## src/rtl/mesi_line_ctrl.sv

```systemverilog
// MESI coherence controller for a direct-mapped cache. It owns the tag/state array and
// sequences victim writebacks and bus transactions for processor requests. It also snoops
// foreign bus traffic every cycle.
module mesi_line_ctrl #(
  parameter int unsigned ADDR_W   = 32,
  parameter int unsigned INDEX_W  = 4,
  parameter int unsigned OFFSET_W = 6
) (
  input  logic              clk,
  input  logic              rst,
  input  logic              pr_valid,
  input  logic              pr_op,
  input  logic [ADDR_W-1:0] pr_addr,
  output logic              pr_ready,
  output logic              pr_done,
  output logic              pr_hit,
  output logic              wb_req,
  output logic [ADDR_W-1:0] wb_addr,
  input  logic              wb_ack,
  output logic              bus_req,
  input  logic              bus_gnt,
  output logic [1:0]        bus_op,
  output logic [ADDR_W-1:0] bus_addr,
  input  logic              bus_ack,
  input  logic              bus_shared,
  input  logic              snp_valid,
  input  logic [1:0]        snp_op,
  input  logic [ADDR_W-1:0] snp_addr,
  output logic              snp_shared_out,
  output logic              snp_hitm_out
);

  localparam int unsigned TAG_W  = ADDR_W - INDEX_W - OFFSET_W;
  localparam int unsigned LINE_W = ADDR_W - OFFSET_W;
  localparam int unsigned LINES  = 1 << INDEX_W;

  localparam logic [1:0] ST_I = 2'd0;
  localparam logic [1:0] ST_S = 2'd1;
  localparam logic [1:0] ST_E = 2'd2;
  localparam logic [1:0] ST_M = 2'd3;

  localparam logic [1:0] OP_NONE = 2'd0;
  localparam logic [1:0] OP_RD   = 2'd1;
  localparam logic [1:0] OP_RDX  = 2'd2;
  localparam logic [1:0] OP_UPGR = 2'd3;

  typedef enum logic [2:0] {StIdle, StLookup, StWb, StArb, StBus, StDone} fsm_e;

  fsm_e               fsm_q;
  logic [TAG_W-1:0]   tag_q [LINES];
  logic [1:0]         st_q  [LINES];
  logic               op_q;
  logic [LINE_W-1:0]  line_q;
  logic [1:0]         pend_op_q;
  logic               pr_done_q, pr_hit_q, wb_req_q, bus_req_q;
  logic [1:0]         bus_op_q;
  logic [ADDR_W-1:0]  wb_addr_q, bus_addr_q;
  logic               snp_shared_q, snp_hitm_q;

  // Byte offsets never affect coherence decisions.
  logic unused_offset_bits;
  assign unused_offset_bits = ^{pr_addr[OFFSET_W-1:0], snp_addr[OFFSET_W-1:0]};

  logic [INDEX_W-1:0] req_idx, snp_idx;
  logic [TAG_W-1:0]   req_tag, snp_tag, cur_tag;
  logic [1:0]         cur_st, snp_st;
  logic               cur_hit;

  assign req_idx = line_q[INDEX_W-1:0];
  assign req_tag = line_q[LINE_W-1:INDEX_W];
  assign cur_st  = st_q[req_idx];
  assign cur_tag = tag_q[req_idx];
  assign cur_hit = (cur_st != ST_I) && (cur_tag == req_tag);

  assign snp_idx = snp_addr[OFFSET_W +: INDEX_W];
  assign snp_tag = snp_addr[ADDR_W-1 -: TAG_W];
  assign snp_st  = st_q[snp_idx];

  logic       snp_wr, snp_sh, snp_hm, snp_kills_tgt;
  logic [1:0] snp_new;

  // Snoop response: next state of the snooped line plus the flags to report.
  always_comb begin
    snp_wr  = 1'b0;
    snp_new = snp_st;
    snp_sh  = 1'b0;
    snp_hm  = 1'b0;
    if (snp_valid && (snp_st != ST_I) && (tag_q[snp_idx] == snp_tag)) begin
      case (snp_op)
        OP_RD: begin
          snp_wr  = 1'b1;
          snp_new = ST_S;
          snp_sh  = 1'b1;
          snp_hm  = (snp_st == ST_M);
        end
        OP_RDX: begin
          snp_wr  = 1'b1;
          snp_new = ST_I;
          snp_hm  = (snp_st == ST_M);
          snp_sh  = (snp_st != ST_M);
        end
        OP_UPGR: begin
          if (snp_st == ST_S) begin
            snp_wr  = 1'b1;
            snp_new = ST_I;
            snp_sh  = 1'b1;
          end
        end
        default: ;
      endcase
    end
  end

  // A foreign invalidation of our target line turns a pending upgrade into a full RdX.
  assign snp_kills_tgt = snp_wr && (snp_new == ST_I) && (snp_idx == req_idx) &&
                         (snp_tag == req_tag);

  logic             loc_wr;
  logic [TAG_W-1:0] loc_tag;
  logic [1:0]       loc_st;

  // Local array update requested by the request FSM this cycle.
  always_comb begin
    loc_wr  = 1'b0;
    loc_tag = req_tag;
    loc_st  = ST_I;
    case (fsm_q)
      StLookup: begin
        if (op_q && cur_hit && (cur_st == ST_E)) begin
          loc_wr = 1'b1;
          loc_st = ST_M;
        end
      end
      StWb: begin
        if (wb_ack) begin
          loc_wr  = 1'b1;
          loc_tag = cur_tag;
          loc_st  = ST_I;
        end
      end
      StBus: begin
        if (bus_ack) begin
          loc_wr = 1'b1;
          loc_st = (pend_op_q == OP_RD) ? (bus_shared ? ST_S : ST_E) : ST_M;
        end
      end
      default: ;
    endcase
  end

  // Tag/state array; the local write is applied last so it wins on a same-index collision.
  always_ff @(posedge clk) begin
    if (rst) begin
      tag_q <= '{default: '0};
      st_q  <= '{default: ST_I};
    end else begin
      if (snp_wr) st_q[snp_idx] <= snp_new;
      if (loc_wr) begin
        tag_q[req_idx] <= loc_tag;
        st_q[req_idx]  <= loc_st;
      end
    end
  end

  // Registered snoop flags, one cycle after snp_valid.
  always_ff @(posedge clk) begin
    if (rst) begin
      snp_shared_q <= 1'b0;
      snp_hitm_q   <= 1'b0;
    end else begin
      snp_shared_q <= snp_sh;
      snp_hitm_q   <= snp_hm;
    end
  end

  logic [1:0] arb_op;
  assign arb_op = ((pend_op_q == OP_UPGR) && snp_kills_tgt) ? OP_RDX : pend_op_q;

  // Request FSM with registered handshake outputs.
  always_ff @(posedge clk) begin
    if (rst) begin
      fsm_q      <= StIdle;
      op_q       <= 1'b0;
      line_q     <= '0;
      pend_op_q  <= OP_NONE;
      pr_done_q  <= 1'b0;
      pr_hit_q   <= 1'b0;
      wb_req_q   <= 1'b0;
      wb_addr_q  <= '0;
      bus_req_q  <= 1'b0;
      bus_op_q   <= OP_NONE;
      bus_addr_q <= '0;
    end else begin
      pr_done_q <= 1'b0;
      pr_hit_q  <= 1'b0;
      case (fsm_q)
        StIdle: begin
          if (pr_valid) begin
            op_q   <= pr_op;
            line_q <= pr_addr[ADDR_W-1:OFFSET_W];
            fsm_q  <= StLookup;
          end
        end
        StLookup: begin
          if (cur_hit && (!op_q || (cur_st != ST_S))) begin
            fsm_q     <= StDone;
            pr_done_q <= 1'b1;
            pr_hit_q  <= 1'b1;
          end else if (cur_hit) begin
            pend_op_q <= snp_kills_tgt ? OP_RDX : OP_UPGR;
            bus_req_q <= 1'b1;
            fsm_q     <= StArb;
          end else if (cur_st == ST_M) begin
            pend_op_q <= op_q ? OP_RDX : OP_RD;
            wb_req_q  <= 1'b1;
            wb_addr_q <= {cur_tag, req_idx, {OFFSET_W{1'b0}}};
            fsm_q     <= StWb;
          end else begin
            pend_op_q <= op_q ? OP_RDX : OP_RD;
            bus_req_q <= 1'b1;
            fsm_q     <= StArb;
          end
        end
        StWb: begin
          if (wb_ack) begin
            wb_req_q  <= 1'b0;
            bus_req_q <= 1'b1;
            fsm_q     <= StArb;
          end
        end
        StArb: begin
          pend_op_q <= arb_op;
          if (bus_gnt) begin
            bus_op_q   <= arb_op;
            bus_addr_q <= {line_q, {OFFSET_W{1'b0}}};
            fsm_q      <= StBus;
          end
        end
        StBus: begin
          if (bus_ack) begin
            bus_req_q <= 1'b0;
            bus_op_q  <= OP_NONE;
            pr_done_q <= 1'b1;
            fsm_q     <= StDone;
          end
        end
        StDone:  fsm_q <= StIdle;
        default: fsm_q <= StIdle;
      endcase
    end
  end

  assign pr_ready       = pr_valid && (fsm_q == StIdle);
  assign pr_done        = pr_done_q;
  assign pr_hit         = pr_hit_q;
  assign wb_req         = wb_req_q;
  assign wb_addr        = wb_addr_q;
  assign bus_req        = bus_req_q;
  assign bus_op         = bus_op_q;
  assign bus_addr       = bus_addr_q;
  assign snp_shared_out = snp_shared_q;
  assign snp_hitm_out   = snp_hitm_q;

endmodule

```

## config.mk

```make
export PLATFORM = sky130hd
export DESIGN_NAME = mesi_line_ctrl
export DESIGN_NICKNAME = d
export VERILOG_FILES = /design/src/rtl/mesi_line_ctrl.sv
export SDC_FILE = /design/constraint.sdc
export NUM_CORES = 1
export LEC_CHECK = 0
export CAP_MARGIN = 20
export CORE_MARGIN = 1
export CORE_UTILIZATION = 25
export CTS_BUF_LIST = sky130_fd_sc_hd__clkbuf_8
export DETAILED_ROUTE_END_ITERATION = 6
export SETUP_SLACK_MARGIN = 0.05
export SLEW_MARGIN = 0
export SYNTH_ARGS = -nofsm -noshare
export SYNTH_HDL_FRONTEND = slang
export SYNTH_SLANG_ARGS = --single-unit
```

## constraint.sdc

```tcl
create_clock -name clk -period 12 [get_ports clk]
set_input_delay 2.4 -clock clk [delete_from_list [all_inputs] [get_ports clk]]
set_output_delay 2.4 -clock clk [all_outputs]
set_load 0.02 [all_outputs]
```

* After elaboration in Yosys (flattened, before gate mapping)
Index checks and enable logic that the tools add are counted.
Storage, ports and cells: register bits 476, word-level logic and storage cells 190
Operators by class: magnitude comparators 4, bitwise logic cells 7, reduce and logical (&&, ||, !) cells 35, muxes and demuxes 72, equality and inequality tests 27
Operator list (count):
- $bwmux 352 | 1
- $bmux 22 s4 | 2
- $mux 22 | 7
- $mux 32 | 3
- $demux 22 s4 | 1
- $eq 22x22->1 | 3
- $bwmux 32 | 2
- $mux 2 | 18
- $mux 1 | 18
- $bmux 2 s4 | 2
- $demux 2 s4 | 2
- $ne 2x2->1 const B | 8
- $mux 3 | 5
- $pmux 3 s5 | 1
- $logic_and 1x1->1 | 13
- $eq 2x2->1 const B | 6
- $pmux 2 s2 | 3
- $ge 5x5->1 const B | 2
- $lt 5x1->1 const B | 2
- $not 4->5 | 2
- $reduce_and 5->1 | 2
- $reduce_bool 2->1 | 5
- $pmux 1 s3 | 3
- $reduce_and 4->1 | 2
- 19 further kinds | 32

* Logic depth before layout (Yosys ltp)
depth in word-level cells 16, mapped depth 18, depth with buffers taken out 10

* Worst setup path after synthesis
OpenSTA, ideal clock, no wires.
kind input-to-reg, from input port snp_addr[6], to register st_q[19] (netlist name), setup slack 6.337 ns, arrival time 5.529 ns, stages on the path 14, buffers on the path 5, cells stage by stage buf_4 > buf_2 > buf_4 > inv_2 > buf_2 > mux4_2 > xor2_1 > a2111oi_0 > o2111ai_1 > o31ai_1 > clkbuf_1 > and4_1 > o21ba_2 > a211oi_2
On the way: word-level cells in the longest chain between the ends 13, elaborated cells on any way between the ends 28
Ends and longest elaborated chain:
- start: declaration | RTL line 28 | input logic [ADDR_W-1:0] snp_addr,
- $not 4->5 (not written as such) (*) | RTL line 77, 88, 157
- $bmux 2 s4 | RTL line 77 | assign snp_st = st_q[snp_idx];
- $mux 2 (not written as such) (2 in a row) | RTL line 77
- $eq 2x1->1 / $reduce_bool 2->1 (equally long branches) | RTL line 103, 88
- $mux 2 / $logic_and 1x1->1 (equally long branches) | RTL line 103, 88
- $pmux 2 s3 / $logic_and 1x1->1 (equally long branches) | RTL line 89, 88
- $mux 2 | RTL line 88 | if (snp_valid && (snp_st != ST_I) && (tag_q[snp_idx] == snp_tag)) begin
- $bwmux 32 | RTL line 157 | if (snp_wr) st_q[snp_idx] <= snp_new;
- $mux 32 (*) | RTL line 157
- $mux 32 (*) | RTL line 153 | if (rst) begin
- $bwmux 32 | RTL line 160 | st_q[req_idx] <= loc_st;
- $mux 32 (*) | RTL line 158 | if (loc_wr) begin
- end signal: indexed assignment | RTL line 157
- end signal: indexed assignment | RTL line 160
- end: declaration | RTL line 51 | logic [1:0] st_q [LINES];
Every way passes the cells marked *; elsewhere a longest branch is shown, timed or not. The select of a mux whose other input is x is not followed. A chain may end at the register's enable or synchronous reset.

* Worst setup path in the final report
from input port snp_addr[9], to register st_q[30] (netlist name)
The elaborated chain is that of the path after synthesis.

==> out/metrics.yaml <==
cts:
  cts_num_sinks: 476
  cts_hold_buf: 0
  clockBufferDepth: 3
  tritoncts: "done"
  root_buffer: "clkbuf_8"
  cts-buffers-inserted: 81
  clk_pin_slew_ns: 0.06
  cts_setup_buffers: 0
  clock_latency_ns: 0.69
  cts_resized: 0
  h-tree-depth: 3
yosys:
  synth_seq_cells: 476
  synth-xor-area-share_pct: 2.46
  synthSimpleGateAreaFrac_pct: 13.0
  synth_fa_ha_area_share_pct: 0.195
  async_flop_share_pct: 0
  synthCells: 2654
  ys_types: 79
  synth_top_family_by_area: "multiplexers"
  synth_compound_area_share_pct: 19.0
  syn_avg_cell_area_sq_um: 9.68
  synth_edf_count: 0
  yosys_most_used_dff: "dfxtp_1"
  ys_seq_area_share_pct: 37.1
  synth_area_sq_um: 25700
  yosys_warnings: 0
  muxShareOfSynthArea_pct: 22.6
cells_and_area:
  seqCellArea_sq_um: 9540
  multi_input_area_sq_um: 14800
  area.growth.synth_to_final_pct: 15.0
  fillers: 10636
  stdcell_count: 4088
  fin_nets: 2734
  final_layout_size_suffix_gt1_share_pct: 17.0
route:
  drt-total-wl_um: 89300
  drtAntennaViolNets: 0
  first_pass_iters: 5
  via_count: 21280
  drc_errors: 0
  drtIter0Drc: 2335
  wl_per_cell_um: 21.8
  via_per_inst: 5.21
grt:
  antenna_found_initial: 5
  gr-max-usage-layer: "met2"
  use_met1_pct: 23.0
  grt_pass1_wl_um: 133000
  gr-usage-all-layers_pct: 16.9
  grt_max_degree: 89
  grt_util_met2_pct: 25.9
  grt_pass1_vias: 20000
  grt.overflow.total: 0
  met3_usage_pct: 3.23
sta:
  fin_crit_ns: 7.23
  clock_skew_ns: 0.0419
  worst_pin_slew_ns: 1.30
  setup_slack_ns: 4.77
  maxSlewViolCount: 0
  hold_violations: 0
  tns_ns: 0
  setup_viol: 0
  max_slew_margin_pct: 11.3
  fin_crit_sh_pct: 60.2
  fmaxAchievable_mhz: 138
  rsz0062_at_grt: "false"
run_status:
  status: "complete, no violations"
flow_run:
  maxCapViolCount: 0
power_and_ir_drop:
  p_leak_nw: 9.49
  power_mw: 3.75
  powerDensity_nw_per_um2: 127
  ir_drop_uv: 83.9
critical_path:
  r2r_start: "line_q[1]"
  worstPathCellList: "buf_6 -> buf_4 -> nor2b_1 -> a22oi_1 -> nand2_1 -> a2111oi_0 -> a41o_1 -> nand4_1 -> nor3_4 -> buf_4 -> nand3_1 -> or3_1 -> a22oi_1"
  r2r_end: "st_q[13]"
  endpoint: "st_q[30]"
  max_stage_delay_ns: 1.14
  worstPathMaxFanout: 60
  critPathRequiredTime_ns: 12.59
  end_kind: "flip-flop"
  r2r_slack_ns: 5.39
  startpoint_type: "input pin"
  crit_slowest_cell: "a2111oi_0"
  setup.worst_path.class: "input pin to flip-flop"
  reg2reg_depth: 13
  worstPathArrival_ns: 7.82
  startpoint: "snp_addr[9]"
floorplanning:
  fp-row-count: 117
  die_h_um: 322
  coreArea_sq_um: 102000
  ios: 148
  die_w_um: 322
  initial_core_util_pct: 25.2
  die-area_sq_um: 104000
placement:
  post-dp-hpwl_um: 58600
  dp_slack_ns: 4.07
  post-place-cells: 3939
  port-buffer-count: 123
  gp_congestion: 0.891
worst_hold_path:
  holdCritPathClass: "flip-flop to flip-flop"
==> cell families (layout without fill, tap and decap cells) <==
group | Yosys count | after routing
AND/OR/NAND/NOR | 757 | 757
multiplexers | 395 | 395
flip-flops | 476 | 476
other | 1 | 15
AO/OA/AOI/OAI | 644 | 644
XOR/XNOR | 72 | 72
adder cells (fa/ha/maj) | 4 | 4
buffers and inverters | 305 | 357
==> worst min-delay path by stage <==
stage / startpoint / end / cells past startpoint
floorplan: pend_op_q[1] / pend_op_q[1] / 2
global placement: bus_addr[29] / bus_addr[29] / 2
detailed placement: bus_addr[28] / bus_addr[28] / 2
CTS: bus_addr[28] / bus_addr[28] / 2
global route: bus_addr[30] / bus_addr[30] / 2
finish: bus_addr[7] / bus_addr[7] / 2
==> per-stage QoR <==
step / util (%) / hold slack, ns / cell area (sq um)
CTS: 29.0 / 0.454 / 29500
floorplan: - / 0.453 / 25700
global route: 29.0 / 0.479 / 29500
global placement: 27.4 / 0.445 / 27900
detailed placement: 27.4 / 0.446 / 27900
finish: 29.0 / 0.452 / 29500
==> registers in the layout (all words and copies together), names as in the netlist <==
name / count
pend_op_q: 2
bus_addr: 26
snp_shared_out: 1
line_q: 26
bus_req: 1
st_q: 32
snp_hitm_out: 1
bus_op: 2
tag_q: 352
pr_done: 1
wb_req: 1
op_q: 1
pr_hit: 1
wb_addr: 26
fsm_q: 3
==> Yosys cell counts, types with 8 or more instances <==
cell type  count  area share (%)
and4_1        15            0.51
inv_1         17            0.25
a22oi_1       48             1.4
a22o_1        12            0.41
nor4_1        12            0.29
nand2_1      158             2.3
nor2b_1       16            0.39
a211oi_2      22             1.1
or2_2          8            0.19
nand2b_1      13            0.32
o22ai_1       12            0.29
nand4_1        9            0.22
buf_6         12            0.53
buf_1         18            0.26
nand3_1       30            0.58
mux2i_1      208             8.1
o21ba_2       15            0.58
a31oi_1       34            0.83
a21oi_1      105             2.0
a211oi_4      12            0.94
dfxtp_1      476              37
nor3_1        14            0.27
o21ai_0       15            0.29
clkbuf_1     160             2.3
a211oi_1     303             8.9
mux2_2        43             1.9
xor2_1        43             1.5
and2_1        10            0.24
xnor2_1       29            0.99
buf_4         27            0.79
buf_2         67             1.3
nor2_1       417             6.1
or3_1         25            0.61
mux4_2       143              13
==> critical path, delay by kind of cell <==
kind                   cells  cell delay (ns)
AND/OR/NAND/NOR            6             1.57
AO/OA/AOI/OAI              4             2.01
buffers and inverters      3             1.75
==> layout by cell type, fill, tap and decap left out, drive strengths merged, types with 34 or more instances in the layout <==
master,netlist,layout
dfxtp,476,476
clkbuf,160,106
nand2,159,159
inv,20,45
a211oi,337,337
mux2,43,43
mux2i,209,209
a31oi,34,34
nor2,417,417
buf,125,73
a22oi,48,48
a21oi,109,109
xor2,43,43
mux4,143,143
clkdlybuf4s50,0,119
==> layout make-up <==
| type | instances | share of cell area [%] |
|---|---|---|
| multi-input combinational | 1884 | 50.1 |
| sequential | 476 | 32.3 |
| timing repair buffer | 192 | 5.96 |
| tap | 1368 | 5.80 |
| clock buffer | 106 | 4.94 |
| clock inverter | 39 | 0.665 |
| inverter | 20 | 0.254 |
| antenna | 3 | 0.0254 |
==> routing by layer <==
layer / wire, um / vias up / share of wire, %
met4: 3490 / 6 / 3.9
met5: 37 / - / 0.041
li1: - / 9825 / -
met3: 7150 / 181 / 8.0
met2: 39500 / 837 / 44
met1: 39200 / 10431 / 44
==> power by group <==
group / total, mW / switching, mW / internal [mW]
Sequential: 1.66 / 0.0584 / 1.61
Combinational: 0.572 / 0.375 / 0.197
Clock: 1.51 / 0.700 / 0.811
Total: 3.75 / 1.13 / 2.61
Power figures use the tool's default switching activity.
